==> src/rtl/debounce_entrada_io.sv <==
// debounce_entrada_io: synchronizes and debounces the board key, latching the data switches on each accepted press.
// Optional DEBOUNCE_GATE_PEDIDO_EN: capture only while the CPU requests input (pedidoIN=1).
module debounce_entrada_io #(
  parameter int DEBOUNCE_CYCLES = 500000,
  parameter int CNT_W = $clog2(DEBOUNCE_CYCLES + 1)
) (
  input  logic       clock,
  input  logic       reset,
  input  logic       botaoPlaca,
  input  logic [3:0] entradaDeDadosIO,
  input  logic       pedidoIN,
  input  logic       dadoLido,
  output logic       botaoIN,
  output logic       dadoValido,
  output logic [3:0] dadoCapturado,
  output logic       pulsoBotao,
  output logic       sobrescrita
);
  typedef enum logic [1:0] {SOLTO, CONFIRMA_PRESS, PRESSIONADO, CONFIRMA_SOLTURA} state_t;
  localparam logic [CNT_W-1:0] LAST = CNT_W'(DEBOUNCE_CYCLES - 1);
  state_t state_q;
  logic [1:0] btn_sync_q;
  logic [3:0] sw_meta_q, sw_sync_q, dado_q;
  logic press_q, pulso_q, valido_q, sobre_q;
  logic [CNT_W-1:0] cnt_q, cnt_d;
  logic done, accept, capture;
  assign cnt_d = (&cnt_q) ? cnt_q : cnt_q + 1'b1;
  assign done = cnt_q == LAST;
  assign accept = (state_q == CONFIRMA_PRESS) && press_q && done;
`ifdef DEBOUNCE_GATE_PEDIDO_EN
  assign capture = accept && pedidoIN;
`else
  logic unused_pedido;
  assign unused_pedido = pedidoIN;
  assign capture = accept;
`endif
  always_ff @(posedge clock) begin
    if (!reset) begin
      btn_sync_q <= 2'b11;
      sw_meta_q  <= '0;
      sw_sync_q  <= '0;
      press_q    <= 1'b0;
      state_q    <= SOLTO;
      cnt_q      <= '0;
      pulso_q    <= 1'b0;
      valido_q   <= 1'b0;
      dado_q     <= '0;
      sobre_q    <= 1'b0;
    end else begin
      btn_sync_q <= {btn_sync_q[0], botaoPlaca};
      sw_meta_q  <= entradaDeDadosIO;
      sw_sync_q  <= sw_meta_q;
      press_q    <= ~btn_sync_q[1];
      pulso_q    <= accept;
      cnt_q      <= cnt_d;
      case (state_q)
        SOLTO:
          if (press_q) begin
            state_q <= CONFIRMA_PRESS;
            cnt_q   <= '0;
          end
        CONFIRMA_PRESS:
          if (!press_q || done) begin
            state_q <= press_q ? PRESSIONADO : SOLTO;
            cnt_q   <= '0;
          end
        PRESSIONADO:
          if (!press_q) begin
            state_q <= CONFIRMA_SOLTURA;
            cnt_q   <= '0;
          end
        default:
          if (press_q || done) begin
            state_q <= press_q ? PRESSIONADO : SOLTO;
            cnt_q   <= '0;
          end
      endcase
      // an ack on the capture edge consumes the old data, so it is not an overrun
      if (capture) begin
        dado_q   <= sw_sync_q;
        valido_q <= 1'b1;
        if (valido_q && !dadoLido) sobre_q <= 1'b1;
      end else if (dadoLido) begin
        valido_q <= 1'b0;
      end
    end
  end
  assign botaoIN       = valido_q;
  assign dadoValido    = valido_q;
  assign dadoCapturado = dado_q;
  assign pulsoBotao    = pulso_q;
  assign sobrescrita   = sobre_q;
endmodule

==> config.mk <==
export PLATFORM = sky130hd
export DESIGN_NAME = debounce_entrada_io
export DESIGN_NICKNAME = d
export VERILOG_FILES = /design/src/rtl/debounce_entrada_io.sv
export SDC_FILE = /design/constraint.sdc
export NUM_CORES = 1
export LEC_CHECK = 0
export ABC_CLOCK_PERIOD_IN_PS = 3410
export CORE_ASPECT_RATIO = 0.8
export CORE_MARGIN = 3
export CORE_UTILIZATION = 60
export CTS_CLUSTER_DIAMETER = 120
export DETAILED_ROUTE_END_ITERATION = 10
export DONT_BUFFER_PORTS = 1
export GPL_TIMING_DRIVEN = 0
export PLACE_DENSITY = 0.76
export SYNTH_ARGS = -nofsm -noshare
export SYNTH_HDL_FRONTEND = slang
export SYNTH_SLANG_ARGS = --single-unit
==> constraint.sdc <==
create_clock -name clock -period 3.41 [get_ports clock]
set_input_delay 0.682 -clock clock [delete_from_list [all_inputs] [get_ports clock]]
set_output_delay 0.682 -clock clock [all_outputs]
set_load 0.005 [all_outputs]
# Word-level counts from Yosys, hierarchy flattened

Cells that the tools add are included.

Bits in registers: 39
Word-level logic and storage cells: 45

Mux-type cells: 14
$add $sub $neg: 1
Bitwise operators: 1
Equality and inequality tests: 6
Reductions and logical operators: 13

Operators with widths:

| cell                                                            | number |
|---|---|
| 19-bit two-way mux                                              | 5 |
| 19-bit one-hot mux with 3 select lines                          | 1 |
| 19-bit by 1-bit adder with 19-bit output, second input constant | 1 |
| 19-bit == test, second input constant                           | 1 |
| 19-bit AND reduction                                            | 1 |
| 2-bit two-way mux                                               | 5 |
| 2-bit one-hot mux with 3 select lines                           | 1 |
| 2-bit != test, second input constant                            | 2 |
| 4-bit AND reduction                                             | 1 |
| 4-bit nonzero test                                              | 1 |
| 1-bit logical AND                                               | 3 |
| 2-bit by 1-bit == test with 1-bit output, second input constant | 1 |
| 2-bit == test, second input constant                            | 1 |
| 1-bit logical NOT                                               | 2 |
| 2-bit logical NOT                                               | 1 |
| 1-bit logical OR                                                | 2 |
| 1-bit two-way mux                                               | 2 |
| 2-bit by 1-bit != test with 1-bit output, second input constant | 1 |
| 2-bit AND reduction                                             | 1 |
| 2-bit nonzero test                                              | 1 |
| 1-bit NOT                                                       | 1 |

# Depth between registers and ports, before layout

Gate-level depths: netlist (run 1).

Depth after elaboration: 4
Gate-level depth with buffers: 8
Mapped depth without buffers: 5

# Worst setup path before layout (run 1)

Ideal clock, no wire load.

Kind: reg2reg
Start point: register cnt_q[11]
End point: register cnt_q[10]
Slack: 1.597 ns
Data required time: 3.272 ns
Cell stages (with the launch flop): 9
Arrival time: 1.675 ns
Library setup time: 0.138 ns
Path buffers: 4
Cells stage by stage: dfxtp_1 > clkbuf_1 > nor4b_1 > and4b_1 > clkbuf_1 > a211o_1 > buf_4 > buf_4 > a22oi_1

Word-level cells in the longest chain between the ends: 4

RTL lines:

| what                                                          | line   | source |
|---|---|---|
| start: declaration                                            | 25     | `logic [CNT_W-1:0] cnt_q, cnt_d;` |
| start signal: assignment                                      | 55     | `cnt_q <= cnt_d;` |
| 19-bit AND reduction / 19-bit == test (equally long branches) | 27, 28 |  |
| 19-bit two-way mux (tied with other cells)                    | 27     | `assign cnt_d = (&cnt_q) ? cnt_q : cnt_q + 1'b1;` |
| 19-bit two-way mux (on tied branches)                         | n/a    |  |
| 19-bit one-hot mux with 3 select lines *                      | 56     | `case (state_q)` |

Mark *: on every way between the ends. The rest lies on a longest branch, timed or not.
A chain may end at the register's enable or synchronous reset.

# Worst setup path after layout (run 1)

Start point: register cnt_q[0]
End point: register cnt_q[5]

Word-level cells in the longest chain between the ends: 4

RTL lines:

| what                                                             | line |
|---|---|
| 19-bit by 1-bit adder with 19-bit output (tied with other cells) | 27 |
| 19-bit two-way mux (tied with other cells)                       | 27 |
| 19-bit two-way mux (on tied branches)                            | n/a |
| 19-bit one-hot mux with 3 select lines *                         | 56 |

Marks and branches as above.

==> run metrics, run 1 <==
status=finished, final reports clean; share of layout cells above drive strength 1=under 10%; first-pass GRT wire length=6400 um; predominant post-synthesis flop cell=dfxtp_1; worst-path cell chain=ha_1, nand2_1, nor3_1, nand3_1, a32oi_1; hold buffers post-CTS=0; post-CTS setup buffer count=0; Final nets=206; data required time of the critical path=around 3.7 ns; # resized after CTS=0; DR pass1 iterations=5; CP max FO=10; vias post-DR=1552; Tot GR Track Use=24.2%; min Tclk post-route=2.34 ns; post-route ant nets=0; PortBufs=0; R2R Path End=cnt_q[5]$_SDFF_PN0_; Hold Fails Final Rpt=0; Synth area leader=dfxtp_1; clk root buf=clkbuf_4; Hold Path Sink=btn_sync_q[0]$_SDFF_PN1_; PwrDens=436 nW/um^2; FF+latch count, synth=39; Setup crit start kind=flop; Area Overhead vs Synth=7.31%; vias in the first global route=about 1400; die area=between 3000 and 4000 um^2; fin crit share=68.8%; Fin Clk Skew=0.00954 ns; r2r setup slk=about 1.1 ns; CP startpoint=cnt_q[0]$_SDFF_PN0_; Setup TNS=0 ns; TritonCTS clock tree=built; Slew Limit Headroom=between 30% and 40%; Setup-failing EPs final=0; f_max=426 MHz; Synth Cell Area=1730 um^2; async set or reset register ratio after synthesis=0%; clk sinks=39; worst reg2reg path depth=5; Core ar.=2580 um^2; worst vdd ir=0.445 mV; Die Y-Extent=54 um; Slew Viols, Final=0; Antenna Cells=0; Worst-path clk slew=0.13 ns; Syn Nets=199; Post-synth EDFFs=0; Commonest cells post-synth=dfxtp_1 (39), nand3_1 (13), a22oi_1 (9), and2_1 (9), o21ai_0 (9); Synth Area per Inst=between 9 and 10 um^2; routed wire length=3890 um; Slew @ Worst Pin=0.937 ns; hold path cells=1; CP arrival=2.63 ns; library cells used by synthesis=44; Clk Latency, worst-skew pair=0.36 ns; Worst path slowest cell=nor3_1; synth warn=0; RSZ-0062 raised after global routing=no; via density per instance=between 6 and 7; Yosys top cell area share=45.2%; CTS Buf Count=5; die span in x=66 um; initial antenna violation count=0; Reg2Reg Launch Point=cnt_q[0]$_SDFF_PN0_; Critical Path Sink Type=flop; Hold WS=about 0.4 ns; Core Rows=16; CP Class=flop to flop; min-delay worst type=primary input to flop; Mapped Cells=~190; max-cap viol count=0; io pins=17; Routed WL per cell=16.7 um; starting DRC count in detailed routing=164; HPWL Detailed=2620 um; DRC=0; max incr delay on CP=0.84 ns; sequential area share after synthesis=between 40% and 50%; CTS max path bufs=2; Leak=0.603 nW; maximum level of the CTS H-tree=2; gr ovfl total=0; most frequent cell after synthesis=dfxtp_1; RD Place Congestion=0.835; largest net degree at the start of global routing=14; initial core utilization=66.9%; worst hold start=reset; ranking of synthesized cells by area=dfxtp_1 (45%), a22oi_1 (3.9%), nand3_1 (3.8%), and2_1 (3.3%), nand4_1 (2.9%)
==> state kept, by name, summed over array words and instances, names as in the netlist, named ones only <==
register,cells
pulsoBotao,1
dadoCapturado,4
press_q,1
sw_sync_q,4
sobrescrita,1
sw_meta_q,4
cnt_q,19
btn_sync_q,2
state_q,1
botaoIN,1
==> routing by layer <==
metal	vias to the layer above	share of wire (%)	global-route usage [%]
li1	744	-	-
met1	725	45	34.4
met2	74	44	34.9
met3	9	9.2	5.64
met4	0	1.6	10.5
met5	-	0	0
==> cells by family (layout without fill, tap and decap cells) <==
group / after synthesis / count (layout) / synth area share [%]
simple gates: 85 / 85 / 29.3
flops: 39 / 39 / 45.2
compound gates: 50 / 50 / 20.7
fa+ha+maj: 1 / 1 / 0.724
xor+xnor: 1 / 1 / 0.507
buf+inv: 13 / 21 / 3.55
==> stage by stage <==
step	setup WS (ns)	total power [mW]	std cells	utilization [%]	cell area, um^2
final	1.07	0.808	233	71.8	1850
after global routing	0.849	0.831	233	71.8	1850
after global placement	1.29	0.501	225	68.7	1770
after floorplan	1.60	0.495	189	-	1730
after CTS	1.15	0.806	233	71.8	1850
after detailed placement	1.26	0.502	225	68.7	1770
==> worst max-delay path, delay by kind of cell (launching register included) <==
| kind | cells | cell delay (ns) |
|---|---|---|
| flops | 1 | 0.40 |
| compound gates | 1 | 0.25 |
| simple gates | 3 | 1.35 |
| fa+ha+maj | 1 | 0.27 |
==> worst max path at each step <==
stage                                 to  slack, ns  cells past startpoint
floorplan           cnt_q[10]$_SDFF_PN0_       1.60                      8
detailed placement  cnt_q[16]$_SDFF_PN0_       1.26                      5
global route         cnt_q[5]$_SDFF_PN0_       0.85                      5
global placement     cnt_q[3]$_SDFF_PN0_       1.29                      5
CTS                  cnt_q[5]$_SDFF_PN0_       1.15                      5
finish               cnt_q[5]$_SDFF_PN0_       1.07                      5
==> cell type report <==
| cell class | count | area [um^2] |
|---|---|---|
| Clock buffer | 5 | 37.5 |
| Multi-Input combinational cell | 137 | 886 |
| Sequential cell | 39 | 781 |
| Clock inverter | 3 | 43.8 |
| Tap cell | 36 | 45.0 |
| Buffer | 9 | 46.3 |
| Fill cell | 200 | 728 |
| Inverter | 4 | 15.0 |
==> layout by cell type (no fill, tap or decap), drive strengths merged, types with 2 or more instances in the layout <==
master / instances
clkbuf: 10
and3: 3
inv: 3
o31ai: 6
and2: 9
a21oi: 8
nand4: 10
nor4b: 2
or2: 3
buf: 4
a22oi: 11
a32oi: 3
o31a: 2
nor3: 6
nand2: 7
nand2b: 2
or4: 5
nor2: 8
o21a: 2
dfxtp: 39
or3: 8
nor4: 3
o2bb2a: 2
o21ai: 9
clkinv: 3
nand3: 13
==> report_power, final <==
group	internal [mW]	switching, mW
clock network	0.154	0.161
logic	0.00851	0.0140
registers	0.465	0.00554
total	0.627	0.181
Power figures use the tool's default switching activity.
==> inputs of run 2 (changes only) <==
--- a/config.mk
+++ b/config.mk
@@ -5,7 +5,7 @@
 export SDC_FILE = /design/constraint.sdc
 export NUM_CORES = 1
 export LEC_CHECK = 0
-export ABC_CLOCK_PERIOD_IN_PS = 3410
+export ABC_CLOCK_PERIOD_IN_PS = 2400
 export CORE_ASPECT_RATIO = 0.8
 export CORE_MARGIN = 3
 export CORE_UTILIZATION = 60
==> constraint.sdc (replaced) <==
create_clock -name clock -period 2.4 [get_ports clock]
set_input_delay 0.48 -clock clock [delete_from_list [all_inputs] [get_ports clock]]
set_output_delay 0.48 -clock clock [all_outputs]
set_load 0.005 [all_outputs]
==> run metrics, run 2 (same netlist as run 1, synthesis figures left out) <==
critical path depth=7; initial antenna violation count=0; Slew @ Worst Pin=0.693 ns; f_max=around 450 MHz; post-CTS setup buffer count=0; io pins=17; max-cap viol count=0; max FFs per register=19; data required time of the critical path=between 2 and 3 ns; Antenna Cells=0; RSZ-0062 raised after global routing=no; maximum level of the CTS H-tree=2; commonest non-fill, non-tap cells in the layout=dfxtp_1 (39), nand3_1 (13), and2_1 (9), o21ai_0 (9), a22oi_1 (9); CP Class=flop to flop; post-route ant nets=0; Net Sw Power=256 uW; Routed WL per cell=16.7 um; vias in the first global route=1350; min Tclk post-route=2.22 ns; CP startpoint=cnt_q[7]$_SDFF_PN0_; Slew Limit Headroom=53.6%; vias post-DR=1560; delay-heaviest family, CP=simple AND/OR/NAND/NOR gates; Core ar.=2580 um^2; die span in x=66 um; Setup crit start kind=flop; Hold WS=a little under 0.2 ns; R2R Path End=cnt_q[14]$_SDFF_PN0_; TritonCTS clock tree=built; DRC=0; Comb pwr share=2.8%; Core Rows=16; starting DRC count in detailed routing=167; CP arrival=2.44 ns; status=finished, final reports clean; Slew Viols, Final=0; hold buffers post-CTS=0; clk sinks=39; HPWL Detailed=around 2600 um; cell mode on critical path=buf_4; Critical Path Sink Type=flop; # resized after CTS=0; crit path to=cnt_q[14]$_SDFF_PN0_; Die Y-Extent=54 um; CP max FO=10; min-delay worst type=primary input to flop; largest register by flop count=cnt_q; r2r setup slk=0.18 ns; CTS max path bufs=2; Buf+Inv Stages, Crit Path=3; worst vdd ir=0.632 mV; initial core utilization=66.9%; Tot GR Track Use=around a quarter; DR pass1 iterations=5; Final nets=206; internal power=around 900 uW; worst-path cell chain=nor4b_1, and4b_1, clkbuf_1, a211o_1, buf_4, buf_4, a22oi_1; hold path cells=1; Seq pwr share=58.2%; share of layout cells above drive strength 1=10.2%; Setup TNS=0 ns; Worst path slowest cell=nor4b_1; PortBufs=0; Fin Clk Skew=~0.011 ns; CTS Buf Count=5; fin crit share=92.4%; die area=3560 um^2; max incr delay on CP=around 0.48 ns; RD Place Congestion=around 0.84; via density per instance=6.70; most common cell after layout, fill and taps aside=dfxtp_1; Setup-failing EPs final=0; Hold Fails Final Rpt=0; Reg2Reg Launch Point=cnt_q[7]$_SDFF_PN0_; Filler cells=a little under 200; Leak=0.603 nW; Area Overhead vs Synth=7.60%; first-pass GRT wire length=6400 um; routed wire length=3880 um; Tot Pwr=1.15 mW; Clock power frac=39.0%; PwrDens=617 nW/um^2; Worst-path clk slew=around 0.13 ns; clk root buf=clkbuf_4; Clk Latency, worst-skew pair=0.36 ns; gr ovfl total=0; switching share of power=22.3%; largest net degree at the start of global routing=14; worst reg2reg path depth=7
run 2: cell counts in the layout (fill, tap and decap cells not counted):
No cell type changed its count.
run 2: worst min path at each step:
stage / startpoint / end / slack, ns
after floorplan: btn_sync_q[1]$_SDFF_PN1_ / press_q$_SDFF_PN0_ / 0.37
after global placement: btn_sync_q[1]$_SDFF_PN1_ / press_q$_SDFF_PN0_ / 0.38
after detailed placement: btn_sync_q[1]$_SDFF_PN1_ / press_q$_SDFF_PN0_ / 0.38
after CTS: reset / btn_sync_q[0]$_SDFF_PN1_ / 0.19
after global routing: reset / btn_sync_q[0]$_SDFF_PN1_ / 0.17
final: reset / btn_sync_q[0]$_SDFF_PN1_ / 0.19
run 2: layout make-up:
class	instances	area, um^2	area share, %
Buffer	9	46.3	2.49
Tap cell	36	45.0	2.42
Clock buffer	5	37.5	2.02
Multi-Input combinational cell	137	891	47.9
Sequential cell	39	781	42.0
Clock inverter	3	43.8	2.36
Inverter	4	15.0	0.808
run 2: metrics by stage:
| stage | setup WS (ns) | utilization, % | cells | cell area, um^2 |
|---|---|---|---|---|
| floorplan | 0.587 | - | 189 | 1730 |
| CTS | 0.140 | 71.8 | 233 | 1850 |
| global placement | 0.275 | 68.7 | 225 | 1770 |
| global route | 0.0659 | 72.0 | 233 | 1860 |
| finish | 0.182 | 72.0 | 233 | 1860 |
| detailed placement | 0.252 | 68.7 | 225 | 1770 |
run 2: per-layer routing:
layer,vias to the layer above,global-route usage (%),part of all wire [%]
met2,88,34.9,43
met1,716,34.4,46
met4,0,10.5,1.9
met3,12,5.64,9.0
met5,-,0,0
li1,744,-,-
run 2: power groups by stage:
stage | logic [mW] | clock network, mW | registers (mW)
floorplan | 0.0239 | 0 | 0.680
global placement | 0.0296 | 0 | 0.682
detailed placement | 0.0311 | 0 | 0.682
CTS | 0.0321 | 0.445 | 0.668
global route | 0.0353 | 0.475 | 0.670
finish | 0.0321 | 0.447 | 0.668
run 2: worst register-to-register path: stages, from the launching register on:
cell and delay (ns):
dfxtp_1 0.40, nor4b_1 0.48, and4b_1 0.27, clkbuf_1 0.26, a211o_1 0.18, buf_4 0.17, buf_4 0.21, a22oi_1 0.11
==> inputs of run 3 (changes only) <==
--- a/config.mk
+++ b/config.mk
@@ -8,12 +8,11 @@
 export ABC_CLOCK_PERIOD_IN_PS = 2400
 export CORE_ASPECT_RATIO = 0.8
 export CORE_MARGIN = 3
-export CORE_UTILIZATION = 60
+export CORE_UTILIZATION = 32
 export CTS_CLUSTER_DIAMETER = 120
 export DETAILED_ROUTE_END_ITERATION = 10
 export DONT_BUFFER_PORTS = 1
 export GPL_TIMING_DRIVEN = 0
-export PLACE_DENSITY = 0.76
 export SYNTH_ARGS = -nofsm -noshare
 export SYNTH_HDL_FRONTEND = slang
 export SYNTH_SLANG_ARGS = --single-unit
==> run metrics, run 3 (same netlist as run 1, synthesis figures left out) <==
placed inst area=1810 um^2; max incr delay on CP=0.42 ns; Setup Slack @ Placement=about 0.22 ns; post-route ant nets=0; r2r setup slk=about 0.26 ns; most common cell after layout, fill and taps aside=dfxtp_1; Hold WS=0.251 ns; Slew Limit Headroom=53.5%; # resized after CTS=0; CP max FO=10; PwrDens=651 nW/um^2; worst-path cell chain=nor4b_1, and4b_1, clkbuf_1, a211o_1, buf_4, buf_4, a22oi_1; HPWL Detailed=2650 um; Slew @ Worst Pin=0.695 ns; max FFs per register=19; post-CTS setup buffer count=0; gr ovfl total=0; Tot GR Track Use=13.5%; status=finished, final reports clean; PortBufs=0; data required time of the critical path=about 2.6 ns; Filler cells=543; Buf+Inv Stages, Crit Path=3; cell mode on critical path=buf_4; CTS Buf Count=5; DR pass1 iterations=4; maximum level of the CTS H-tree=2; worst reg2reg path depth=7; Critical Path Sink Type=flop; Hold Fails Final Rpt=0; Leak=a little over 0.6 nW; max-cap viol count=0; Setup-failing EPs final=0; Final nets=206; Area Overhead vs Synth=11.8%; Worst-path clk slew=0.08 ns; cell area after layout=1930 um^2; hold path cells=1; clk sinks=39; via density per instance=between 5 and 6; vias post-DR=1493; Worst path slowest cell=nor4b_1; post-route setup slack=between 0.2 and 0.3 ns; Slew Viols, Final=0; Final Util=a little under two fifths; Fin Clk Skew=0.0133 ns; die span in x=88.2 um; vias in the first global route=1392; clk root buf=clkbuf_8; min-delay worst type=primary input to flop; min Tclk post-route=about 2.1 ns; CTS max path bufs=2; Clk Latency, worst-skew pair=approximately 0.30 ns; hold buffers post-CTS=0; DRC=0; starting DRC count in detailed routing=roughly 130; TritonCTS clock tree=built; delay-heaviest family, CP=simple AND/OR/NAND/NOR gates; Setup TNS=0 ns; worst vdd ir=0.323 mV; RD Place Congestion=0.838; initial antenna violation count=0; critical path depth=7; initial core utilization=33.7%; fin crit share=approximately nine tenths; Setup crit start kind=flop; largest register by flop count=cnt_q; Core Rows=23; routed wire length=~3900 um; io pins=17; Antenna Cells=0; CP Class=flop to flop; commonest non-fill, non-tap cells in the layout=dfxtp_1 (39), nand3_1 (13), and2_1 (9), o21ai_0 (9), a22oi_1 (9); die area=6320 um^2; first-pass GRT wire length=between 6000 and 7000 um; f_max=466 MHz; share of layout cells above drive strength 1=a little over a tenth; RSZ-0062 raised after global routing=no; Core ar.=5120 um^2; largest net degree at the start of global routing=15; CP arrival=2.30 ns; Routed WL per cell=14.9 um; Die Y-Extent=71.7 um
run 3: layer usage:
| metal | GRT usage, % | part of all wire [%] |
|---|---|---|
| met1 | 20.6 | 53 |
| met2 | 18.8 | 40 |
| met3 | 3.56 | 5.5 |
| met4 | 3.52 | 1.3 |
| met5 | 0 | 0 |
run 3: cell type report:
type | instances | area (um^2) | area share, %
clock buffer | 5 | 68.8 | 3.56
buffer | 9 | 46.3 | 2.40
tap | 62 | 77.6 | 4.02
sequential | 39 | 781 | 40.4
multi-input combinational | 137 | 897 | 46.4
clock inverter | 3 | 46.3 | 2.40
inverter | 4 | 15.0 | 0.777
run 3: path summary, 6_finish.rpt:
check / end / from
setup / recovery: cnt_q[11]$_SDFF_PN0_ / cnt_q[7]$_SDFF_PN0_
hold / removal: btn_sync_q[0]$_SDFF_PN1_ / reset
setup reg to reg: cnt_q[11]$_SDFF_PN0_ / cnt_q[7]$_SDFF_PN0_
hold reg to reg: press_q$_SDFF_PN0_ / btn_sync_q[1]$_SDFF_PN1_
run 3: power breakdown:
part / total (mW) / switching, mW / internal (mW)
Sequential: 0.667 / 0.00778 / 0.660
Combinational: 0.0323 / 0.0200 / 0.0123
Clock: 0.559 / 0.246 / 0.313
run 3: per-stage QoR:
stage                     power, mW  std cells
after floorplan               0.704        189
after global placement        0.714        251
after detailed placement      0.714        251
after CTS                      1.27        259
after global routing           1.31        259
final                          1.26        259
